## src/rtl/byte_gather_serializer.sv

```systemverilog
// Captures eight byte lanes as two 32-bit words into a word buffer and replays
// them LSB-first as a valid/ready byte stream (In1 first, In8 last).
module byte_gather_serializer #(
    parameter int DEPTH = 16,
    parameter int AW    = 4
) (
    input  logic          CLK,
    input  logic          RESET,
    input  logic          Start,
    input  logic [7:0]    In1,
    input  logic [7:0]    In2,
    input  logic [7:0]    In3,
    input  logic [7:0]    In4,
    input  logic [7:0]    In5,
    input  logic [7:0]    In6,
    input  logic [7:0]    In7,
    input  logic [7:0]    In8,
    output logic          Busy,
    output logic          Drop,
    output logic          Complete,
    output logic [AW:0]   Level,
    output logic [7:0]    Dout,
    output logic          Dout_Valid,
    input  logic          Dout_Ready
);

    typedef enum logic [1:0] {IDLE, WR0, WR1} state_t;

    localparam logic [AW:0] SPACE_MAX = (AW+1)'(DEPTH - 2);

    state_t          state, state_next;
    logic [31:0]     reg1, reg2;
    logic [31:0]     mem [DEPTH];
    logic [AW-1:0]   wr_ptr, rd_ptr;
    logic [1:0]      idx;

    logic            accept, wr_en, drop_next, complete_next;
    logic [31:0]     wr_data;
    logic            load, pop;
    logic [31:0]     rd_word;
    logic [7:0]      rd_byte;

    assign Busy    = (state != IDLE);
    assign load    = (!Dout_Valid || Dout_Ready) && (Level != '0);
    assign pop     = load && (idx == 2'd3);
    assign rd_word = mem[rd_ptr];
    assign rd_byte = rd_word[{idx, 3'b000} +: 8];

    always_comb begin
        state_next    = state;
        accept        = 1'b0;
        wr_en         = 1'b0;
        wr_data       = reg1;
        drop_next     = 1'b0;
        complete_next = 1'b0;
        case (state)
            IDLE: begin
                if (Start) begin
                    if (Level <= SPACE_MAX) begin
                        accept     = 1'b1;
                        state_next = WR0;
                    end else begin
                        drop_next  = 1'b1;
                    end
                end
            end
            WR0: begin
                wr_en      = 1'b1;
                wr_data    = reg1;
                drop_next  = Start;
                state_next = WR1;
            end
            WR1: begin
                wr_en         = 1'b1;
                wr_data       = reg2;
                drop_next     = Start;
                complete_next = 1'b1;
                state_next    = IDLE;
            end
            default: state_next = IDLE;
        endcase
    end

    // Control state: FSM, pointers, occupancy and the output byte register
    always_ff @(posedge CLK) begin
        if (RESET) begin
            state      <= IDLE;
            wr_ptr     <= '0;
            rd_ptr     <= '0;
            Level      <= '0;
            idx        <= '0;
            Dout       <= 8'h00;
            Dout_Valid <= 1'b0;
            Drop       <= 1'b0;
            Complete   <= 1'b0;
        end else begin
            state    <= state_next;
            Drop     <= drop_next;
            Complete <= complete_next;
            if (wr_en)
                wr_ptr <= wr_ptr + 1'b1;
            case ({wr_en, pop})
                2'b10:   Level <= Level + 1'b1;
                2'b01:   Level <= Level - 1'b1;
                default: Level <= Level;
            endcase
            if (load) begin
                Dout       <= rd_byte;
                Dout_Valid <= 1'b1;
                idx        <= idx + 1'b1;
                if (pop)
                    rd_ptr <= rd_ptr + 1'b1;
            end else if (Dout_Ready) begin
                Dout_Valid <= 1'b0;
            end
        end
    end

    // Data storage is not reset; a write coinciding with reset is suppressed
    always_ff @(posedge CLK) begin
        if (accept) begin
            reg1 <= {In4, In3, In2, In1};
            reg2 <= {In8, In7, In6, In5};
        end
        if (wr_en && !RESET)
            mem[wr_ptr] <= wr_data;
    end

endmodule

```

## config.mk

```make
export PLATFORM = sky130hd
export DESIGN_NAME = byte_gather_serializer
export DESIGN_NICKNAME = d
export VERILOG_FILES = /design/src/rtl/byte_gather_serializer.sv
export SDC_FILE = /design/constraint.sdc
export NUM_CORES = 1
export LEC_CHECK = 0
export CORE_AREA = 2 2 210 212
export DETAILED_ROUTE_END_ITERATION = 7
export DIE_AREA = 0 0 212 214
export PLACE_DENSITY_LB_ADDON = 0.15
export SLEW_MARGIN = 10
export SYNTH_ARGS = -nofsm -noshare
export SYNTH_HDL_FRONTEND = slang
export SYNTH_SLANG_ARGS = --single-unit
```

## constraint.sdc

```tcl
create_clock -name CLK -period 3.1 [get_ports CLK]
set_input_delay 0.31 -clock CLK [delete_from_list [all_inputs] [get_ports CLK]]
set_output_delay 0.31 -clock CLK [all_outputs]
set_load 0.1 [all_outputs]
```

==> results of run 1 <==
state kept, by name (all words and copies together), names as in the netlist, named ones only:
| name | flops |
|---|---|
| state | 2 |
| mem | 512 |
| reg1 | 32 |
| Dout | 8 |
| Level | 5 |
| idx | 2 |
| Drop | 1 |
| Dout_Valid | 1 |
| rd_ptr | 4 |
| reg2 | 32 |
| Complete | 1 |
| wr_ptr | 4 |
synth_stat cells, types with 3 or more instances:
cell | instances | area (um^2)
o22ai_1 | 26 | 162.7
o221ai_1 | 6 | 52.55
nor4_1 | 8 | 50.05
edfxtp_1 | 576 | 17300
inv_1 | 8 | 30.03
ha_1 | 15 | 187.7
clkbuf_1 | 21 | 78.83
mux4_2 | 118 | 2658
nor2b_1 | 4 | 25.02
o31ai_1 | 11 | 82.58
nor2_1 | 40 | 150.1
xor2_1 | 7 | 61.31
buf_6 | 3 | 33.78
nand3b_1 | 7 | 52.55
mux2_2 | 56 | 630.6
mux2i_1 | 49 | 490.5
and2_1 | 16 | 100.1
and3_1 | 3 | 18.77
dfxtp_1 | 32 | 640.6
nand2b_1 | 5 | 31.28
buf_2 | 13 | 65.06
nand4_1 | 3 | 18.77
a21oi_1 | 8 | 40.04
nand2_1 | 20 | 75.07
buf_4 | 20 | 150.1
o21ai_0 | 16 | 80.08
nand3_1 | 4 | 20.02
metrics by stage:
step | total power, uW | hold WS (ns) | cells | worst slack (ns) | cell area (um^2)
5_1_grt | 18790 | 0.2238 | 1905 | 0.08749 | 27220
2_1_floorplan | 11060 | 0.4089 | 1121 | 0.01048 | 23510
3_3_place_gp | 11700 | 0.4676 | 1795 | 0.1461 | 25440
3_5_place_dp | 11750 | 0.4733 | 1795 | 0.1009 | 25440
6_report | 18220 | 0.2404 | 1905 | 0.2186 | 27220
4_1_cts | 18350 | 0.2056 | 1905 | 0.2227 | 27220
logic make-up after synthesis:
family	share of synthesized area (%)
AND/OR/NAND/NOR	2.564
buffers and inverters	1.556
multiplexers	16.10
XOR/XNOR	0.3358
adder cells (fa/ha/maj)	0.7995
AO/OA/AOI/OAI	2.233
flip-flops	76.41
layer usage:
layer	share of wire, %	vias up	routed length (um)
li1	-	4901	-
met1	42	5872	20970
met2	49	367	24280
met3	6.9	80	3410
met4	2.2	0	1107
met5	0	-	0
worst paths after layout:
check        startpoint       end  slack (ns)  cells after the start
max reg2reg    state[1]  Level[4]        0.22                     11
max            state[1]  Level[4]        0.22                     11
min              In8[1]  reg2[25]        0.24                      1
min reg2reg     Dout[7]   Dout[7]        0.48                      2
power by group:
| group | switching [uW] | internal, uW |
|---|---|---|
| Sequential | 127 | 9530 |
| Combinational | 1360 | 575 |
| Clock | 2970 | 3670 |
area by class of cell:
cell class	count	area [um^2]	share of cell area (%)
inverters	9	33.78	0.1241
clock inverters	37	206.4	0.7585
clock buffers	73	1572	5.774
repair buffers	147	1494	5.489
well taps	585	732.0	2.689
flip-flops and latches	608	17960	65.99
multi-input cells	446	5220	19.18
==> flow_summary_export.csv, run 1 <==
group,metric,value,unit
clocking,path_clk_slew,0.06,ns
worst_setup_path,arrival,3.42,ns
floorplanning,coreArea,42890,um^2
status,status,"completed",
clocking,cts_resized,0,
final_layout,syn2layout_area_growth,15.95,%
clocking,cts_made_buffers,60,
grt,grt_max_degree,41,
final_layout,layout.cells.most_common_list,"edfxtp_1, mux4_2, clkdlybuf4s50_1, clkbuf_16, buf_4",
drt,drc,0,
grt,grt_pass1_wl,73400,um
worst_setup_path,cp.required,3.64,ns
timing,slew_headroom,34.28,%
grt,antenna_found_initial,0,
drt,first_pass_iters,6,
clocking,cts_setup_buffers,0,
flow_run,drv_cap,0,
floorplanning,fp.dieW,212,um
floorplanning,dieArea,45370,um^2
grt,grt.total_usage,22.42,%
grt,grt_pass1_vias,11380,
drt,drt_wl_total,49770,um
worst_setup_path,cp-start-kind,"register",
worst_setup_path,path_class,"register to register",
drt,drtAntennaViolNets,0,
worst_setup_path,end_kind,"register",
floorplanning,pin_count,85,
final_layout,antenna_cells,0,
final_layout,fill_cells,2896,
grt,grt_use_met2,36.16,%
final_layout,layout_commonest_cell,"edfxtp_1",
logic_synthesis,synth_seq_cells,608,
clocking,root_buffer,"clkbuf_16",
placement,dp_hpwl,30250,um
floorplanning,start_util,54.74,%
drt,vias,11220,
clocking,clkLatencyLatePin,0.62,ns
worst_setup_path,critPathTopFamily,"adder cells",
floorplanning,fp.dieH,214,um
clocking,cts_tree,"yes",
logic_synthesis,async_flop_share,0,%
min_path,hp-class,"input pin to register",
logic_synthesis,synth_cell_type_count,45,
worst_setup_path,crit_path_max_fanout,5,
timing,tightest_slew,0.9827,ns
clocking,htree_levels,2,
worst_setup_path,max_stage_delay,0.40,ns
clocking,ctsHoldBuffers,0,
timing,hold_viol_final,0,
logic_synthesis,ys_seq_area_share,76.41,%
placement,place.gp.congestion,0.7734,
drt,drt_iter0_drc,1123,
final_layout,final_util,63.47,%
timing,fin_crit_sh,92.95,%
grt,globalRouteOverflowTotal,0,
clocking,clock-sinks,608,
worst_setup_path,crit_chain,"inv_1, ha_1, inv_1, ha_1, xor2_1, ha_1, o21a_1, o221a_2, o21a_1, or4_1, a21oi_1",
grt,grt_use_met1,31.38,%
logic_synthesis,synth_edf_count,576,
placement,portBuffers,84,
timing,tns,0,ns
logic_synthesis,synth.avg_cell_area,20.94,um^2
logic_synthesis,synth_nets,1204,
timing,rsz0062_at_grt,"false",
grt,gr-max-usage-layer,"met2",
worst_setup_path,cp_common_cell,"ha_1",
clocking,clockBufferDepth,3,
final_layout,final_nets,1355,
power_and_ir_drop,power_density,669.5,nW/um^2
timing,setup_violations,0,
timing,timing.final.crit_period,2.881,ns
logic_synthesis,synthFlopType,"edfxtp_1",
drt,wl_per_cell,26.13,um
logic_synthesis,synth_area,23470,um^2
power_and_ir_drop,cellLeakagePower,0.008635,uW
timing,clock_skew,0.01721,ns
logic_synthesis,yosysWarnings,0,
worst_setup_path,critical_path_buf_inv_count,2,
power_and_ir_drop,ir_drop,0.0004678,V
grt,grtUsageMet3,4.296,%
final_layout,drive_above_1_share,27.95,%
logic_synthesis,syn_inst,1121,
timing,slew_viol_final,0,
worst_setup_path,critical_path.slowest_cell,"dfxtp_1",
timing,max_freq,0.3471,GHz
drt,viasPerCell,5.890,
floorplanning,rows,76,
Note: power is estimated with default switching activity, not from simulation.
==> run 2, diff against run 1 <==
--- a/config.mk
+++ b/config.mk
@@ -7,5 +7,5 @@
 export LEC_CHECK = 0
-export CORE_AREA = 2 2 210 212
+export CORE_AREA = 2 2 246 248
 export DETAILED_ROUTE_END_ITERATION = 7
-export DIE_AREA = 0 0 212 214
+export DIE_AREA = 0 0 248 250
 export PLACE_DENSITY_LB_ADDON = 0.15
--- a/constraint.sdc
+++ b/constraint.sdc
@@ -3,2 +3,2 @@
 set_output_delay 0.31 -clock CLK [all_outputs]
-set_load 0.1 [all_outputs]
+set_load 0.01 [all_outputs]
==> run 2 against run 1 <==
Clock-buffer cell count up 18; utilization down 17 points; design area up 2.4%; highest routed layer unchanged; largest power group unchanged; clock skew up 0.011 ns; clock power up 17%.
==> flow_summary_export.csv, run 2 (synthesis results as in run 1) <==
group,metric,value,unit
timing,setup_violations,0,
placement,dp_hpwl,32390,um
clocking,clkLatencyLatePin,0.61,ns
drt,drtAntennaViolNets,0,
power_and_ir_drop,sw_frac_of_total,22.44,%
worst_setup_path,cp-start-kind,"register",
power_and_ir_drop,power_density,681.5,nW/um^2
timing,slew_viol_final,0,
worst_setup_path,end_kind,"register",
timing,tightest_slew,0.6449,ns
floorplanning,start_util,39.41,%
final_layout,top_register,"mem",
flow_run,drv_cap,0,
grt,globalRouteOverflowTotal,0,
final_layout,final_nets,1368,
timing,hold_viol_final,0,
timing,slew_headroom,57.00,%
drt,wl_per_cell,25.71,um
floorplanning,rows,90,
power_and_ir_drop,ir_drop,0.0003978,V
drt,vias,11220,
placement,dp.cells,1997,
timing,tns,0,ns
power_and_ir_drop,seqPwrFrac,50.8,%
power_and_ir_drop,p_comb_share,8.4,%
power_and_ir_drop,power.total,18990,uW
floorplanning,coreArea,59570,um^2
final_layout,biggestRegsByFlops,"mem (512), reg1 (32), reg2 (32)",
final_layout,fill_cells,4963,
placement,portBuffers,84,
final_layout,antenna_cells,0,
worst_setup_path,arrival,3.31,ns
worst_setup_path,path_class,"register to register",
grt,grt_pass1_vias,11750,
final_layout,layout_commonest_cell,"edfxtp_1",
power_and_ir_drop,clockPowerShare,40.7,%
timing,fin_crit_sh,89.98,%
final_layout,layout.cells.most_common_list,"edfxtp_1, mux4_2, clkdlybuf4s50_1, clkbuf_16, mux2_2",
drt,first_pass_iters,5,
drt,drc,0,
timing,clock_skew,0.02848,ns
power_and_ir_drop,p_sw,4262,uW
clocking,cts_tree,"yes",
timing,rsz0062_at_grt,"false",
drt,viasPerCell,5.299,
final_layout,drive_above_1_share,26.97,%
clocking,htree_levels,3,
floorplanning,pin_count,85,
clocking,path_clk_slew,0.06,ns
grt,grt_max_degree,36,
status,status,"completed",
grt,grt.total_usage,17.90,%
drt,drt_iter0_drc,817,
clocking,clock-sinks,608,
clocking,cts_made_buffers,68,
grt,antenna_found_initial,0,
clocking,ctsHoldBuffers,0,
worst_setup_path,crit_path_max_fanout,3,
timing,timing.final.crit_period,2.789,ns
final_layout,syn2layout_area_growth,18.69,%
grt,grt_pass1_wl,79190,um
timing,max_freq,0.3585,GHz
power_and_ir_drop,cellLeakagePower,0.008774,uW
min_path,hp-class,"input pin to register",
floorplanning,fp.dieH,250,um
clocking,cts_resized,0,
clocking,root_buffer,"clkbuf_16",
final_layout,largest_reg_flops,512,
floorplanning,fp.dieW,248,um
drt,drt_wl_total,54430,um
clocking,clockBufferDepth,3,
final_layout,finalNonFillerCells,2117,
floorplanning,dieArea,62000,um^2
placement,place.gp.congestion,0.7265,
worst_setup_path,cp.required,3.62,ns
clocking,cts_setup_buffers,0,
power_and_ir_drop,intPower,14730,uW
==> run 2: power by group through the flow <==
stage          Combinational, uW  Sequential [uW]  Clock [uW]
2_1_floorplan                854             9810           0
3_3_place_gp                1590             9820           0
3_5_place_dp                1630             9830           0
4_1_cts                     1640             9660        7950
5_1_grt                     1750             9680        8270
6_report                    1600             9650        7740
==> run 2: final timing paths <==
path | from | endpoint | slack, ns | cells after the start
setup / recovery | Level[0] | Level[4] | 0.31 | 12
hold / removal | In5[7] | reg2[7] | 0.26 | 1
setup reg to reg | Level[0] | Level[4] | 0.31 | 12
hold reg to reg | rd_ptr[3] | register | 0.50 | 2
==> run 2: final cells by class <==
| type | count | area [um^2] | share of cell area, % |
|---|---|---|---|
| clock buffers | 91 | 1872 | 6.718 |
| clock inverters | 29 | 267.8 | 0.9611 |
| repair buffers | 152 | 1551 | 5.569 |
| multi-input cells | 446 | 5209 | 18.70 |
| well taps | 782 | 978.4 | 3.512 |
| inverters | 9 | 33.78 | 0.1213 |
| flip-flops and latches | 608 | 17950 | 64.42 |
==> run 2: through the flow <==
stage / util (%) / setup slack (ns) / area [um^2] / hold WS [ns]
3_5_place_dp: 43.18 / 0.1094 / 25720 / 0.4896
3_3_place_gp: 43.18 / 0.1102 / 25720 / 0.4557
6_report: 46.77 / 0.3107 / 27860 / 0.2573
4_1_cts: 46.77 / 0.3102 / 27860 / 0.2148
5_1_grt: 46.77 / 0.1668 / 27860 / 0.2389
2_1_floorplan: - / 0.01838 / 23480 / 0.4089
==> run 2: routing by layer <==
layer	share of wire [%]	wire, um	vias up	global-route usage (%)
li1	-	-	4946	-
met4	2.4	1328	0	6.091
met5	0	0	-	0
met3	4.7	2571	69	3.291
met1	44	24200	5949	24.41
met2	48	26330	253	28.91
==> run 2: critical path: stages, from the launching register on <==
cell      delay, ns
dfxtp_1        0.32
nor4_2         0.41
a21boi_2       0.13
nand2_1        0.10
inv_1          0.06
ha_1           0.20
xor2_1         0.15
ha_1           0.20
o21a_1         0.17
o221a_2        0.27
o21a_1         0.19
or4_1          0.39
a21oi_1        0.15
==> run 3, diff against run 2 <==
Settings changed: CELL_PAD_IN_SITES_DETAIL_PLACEMENT set to 1, CELL_PAD_IN_SITES_GLOBAL_PLACEMENT set to 1.
==> run 3 against run 2 <==
Highest routed layer unchanged; via count grew 1.0%; combinational power grew 3%; sequential share of layout area is essentially flat; critical endpoint unchanged; die area is the same.
==> flow_summary_export.csv, run 3 (synthesis results as in run 1) <==
group,metric,value,unit
status,status,"completed",
power_and_ir_drop,p_sw,4327,uW
clocking,cts_tree,"yes",
final_layout,seq_area,17950,um^2
timing,setup_violations,0,
timing,slew_headroom,54.07,%
drt,drt_iter0_drc,840,
floorplanning,coreArea,59570,um^2
clocking,ctsHoldBuffers,0,
final_layout,antenna_cells,0,
power_and_ir_drop,seqPwrFrac,50.8,%
worst_setup_path,path_class,"register to register",
drt,wl_per_cell,26.91,um
clocking,cts_made_buffers,68,
timing,timing.final.crit_period,2.848,ns
grt,globalRouteOverflowTotal,0,
floorplanning,dieArea,62000,um^2
worst_setup_path,critical_path.slowest_cell,"or4_1",
worst_setup_path,max_stage_delay,0.41,ns
worst_setup_path,critPathTopFamily,"simple AND/OR/NAND/NOR gates",
drt,first_pass_iters,5,
timing,tns,0,ns
drt,vias,11330,
final_layout,final_util,46.77,%
worst_setup_path,cp-start-kind,"register",
final_layout,final_nets,1375,
power_and_ir_drop,cellLeakagePower,0.008819,uW
min_path,hold_path_end,"reg1[8]",
power_and_ir_drop,power_density,682.4,nW/um^2
clocking,clockBufferDepth,3,
placement,portBuffers,84,
final_layout,layout.cells.most_common_list,"edfxtp_1, mux4_2, clkdlybuf4s50_1, clkbuf_16, buf_4",
placement,dp_hpwl,34310,um
floorplanning,start_util,39.41,%
final_layout,syn2layout_area_growth,18.69,%
timing,clock_skew,0.02686,ns
worst_setup_path,arrival,3.37,ns
placement,place.gp.congestion,0.7391,
timing,fin_crit_sh,91.86,%
final_layout,fill_cells,5426,
drt,drt_wl_total,57060,um
drt,drtAntennaViolNets,0,
clocking,cts_setup_buffers,0,
power_and_ir_drop,clockPowerShare,40.6,%
drt,drc,0,
worst_setup_path,rrSetupSlack,0.25,ns
final_layout,largest_reg_flops,512,
worst_setup_path,r2r_end,"Level[4]",
power_and_ir_drop,ir_drop,0.0003996,V
timing,tightest_slew,0.6880,ns
drt,viasPerCell,5.346,
power_and_ir_drop,sw_frac_of_total,22.76,%
worst_setup_path,critical_path_buf_inv_count,1,
timing,hold_viol_final,0,
clocking,clock-sinks,608,
final_layout,drive_above_1_share,28.03,%
timing,hold_ws,0.2588,ns
timing,max_freq,0.3511,GHz
power_and_ir_drop,p_comb_share,8.7,%
final_layout,biggestRegsByFlops,"mem (512), reg1 (32), reg2 (32)",
min_path,hp-class,"input pin to register",
flow_run,drv_cap,0,
grt,grt.total_usage,19.05,%
grt,grt_pass1_wl,84130,um
min_path,hp-start,"In2[0]",
final_layout,postLayoutCellArea,27860,um^2
worst_setup_path,worstSetupPathDepth,12,
clocking,cts_resized,0,
timing,slew_viol_final,0,
placement,place_area,25750,um^2
final_layout,finalNonFillerCells,2120,
power_and_ir_drop,intPower,14690,uW
floorplanning,fp.dieW,248,um
grt,grt_pass1_vias,12400,
worst_setup_path,end_kind,"register",
worst_setup_path,crit_path_max_fanout,3,
floorplanning,fp.dieH,250,um
clocking,root_buffer,"clkbuf_16",
grt,grt_max_degree,37,
placement,dp.cells,2004,
worst_setup_path,crit_chain,"nor4_2, a21boi_2, nand2_1, inv_1, ha_1, xor2_1, ha_1, o21a_1, o221a_2, o21a_1, or4_1, a21oi_1",
worst_setup_path,cp.required,3.62,ns
floorplanning,pin_count,85,
grt,antenna_found_initial,0,
worst_setup_path,rr_worst_depth,12,
final_layout,top_register,"mem",
min_path,hold_depth,1,
worst_setup_path,r2r-start,"Level[0]",
clocking,htree_levels,3,
final_layout,multiInputGateArea,5209,um^2
clocking,path_clk_slew,0.06,ns
clocking,clkLatencyLatePin,0.61,ns
floorplanning,rows,90,
timing,rsz0062_at_grt,"false",
final_layout,layout_commonest_cell,"edfxtp_1",
==> run 3: cell count changes in the layout (fill, tap and decap cells not counted), sizes merged <==
| cell | before | now |
|---|---|---|
| buf | 68 | 75 |
| clkbuf | 91 | 86 |
| clkinv | 20 | 21 |
| clkinvlp | 2 | 1 |
| inv | 12 | 13 |
==> run 3: cell type report <==
| type | count | share of cell area (%) |
|---|---|---|
| clock buffer | 86 | 6.610 |
| timing repair buffer | 159 | 5.667 |
| clock inverter | 30 | 0.9745 |
| inverter | 9 | 0.1213 |
| sequential | 608 | 64.42 |
| multi-input combinational | 446 | 18.70 |
| tap | 782 | 3.512 |
==> run 3: power groups by stage <==
stage | sequential [uW] | clock (uW) | combinational, uW
6_report | 9650 | 7710 | 1650
3_3_place_gp | 9820 | 0 | 1630
4_1_cts | 9660 | 7940 | 1680
5_1_grt | 9680 | 8210 | 1790
2_1_floorplan | 9810 | 0 | 854
3_5_place_dp | 9830 | 0 | 1670
==> run 3: through the flow <==
step	setup slack [ns]	total power [uW]
after floorplan	0.01838	10660
after global placement	0.1101	11450
after detailed placement	0.06879	11510
after CTS	0.2328	19280
after global routing	0.01183	19690
final	0.2522	19010
==> run 3: worst max-delay path by stage <==
| stage | startpoint | endpoint | slack (ns) |
|---|---|---|---|
| finish | Level[0] | Level[4] | 0.25 |
| detailed placement | Dout_Ready | Level[4] | 0.07 |
| CTS | Level[0] | Level[4] | 0.23 |
| global route | state[0] | Level[4] | 0.01 |
| global placement | Dout_Ready | Level[4] | 0.11 |
| floorplan | Level[1] | Level[4] | 0.02 |
==> run 3: per-layer routing <==
layer / global-route usage, % / routed length (um) / vias up
li1: - / - / 4960
met1: 25.83 / 24920 / 6078
met2: 31.43 / 28630 / 225
met3: 3.054 / 2294 / 70
met4: 6.142 / 1211 / 0
met5: 0 / 0 / -
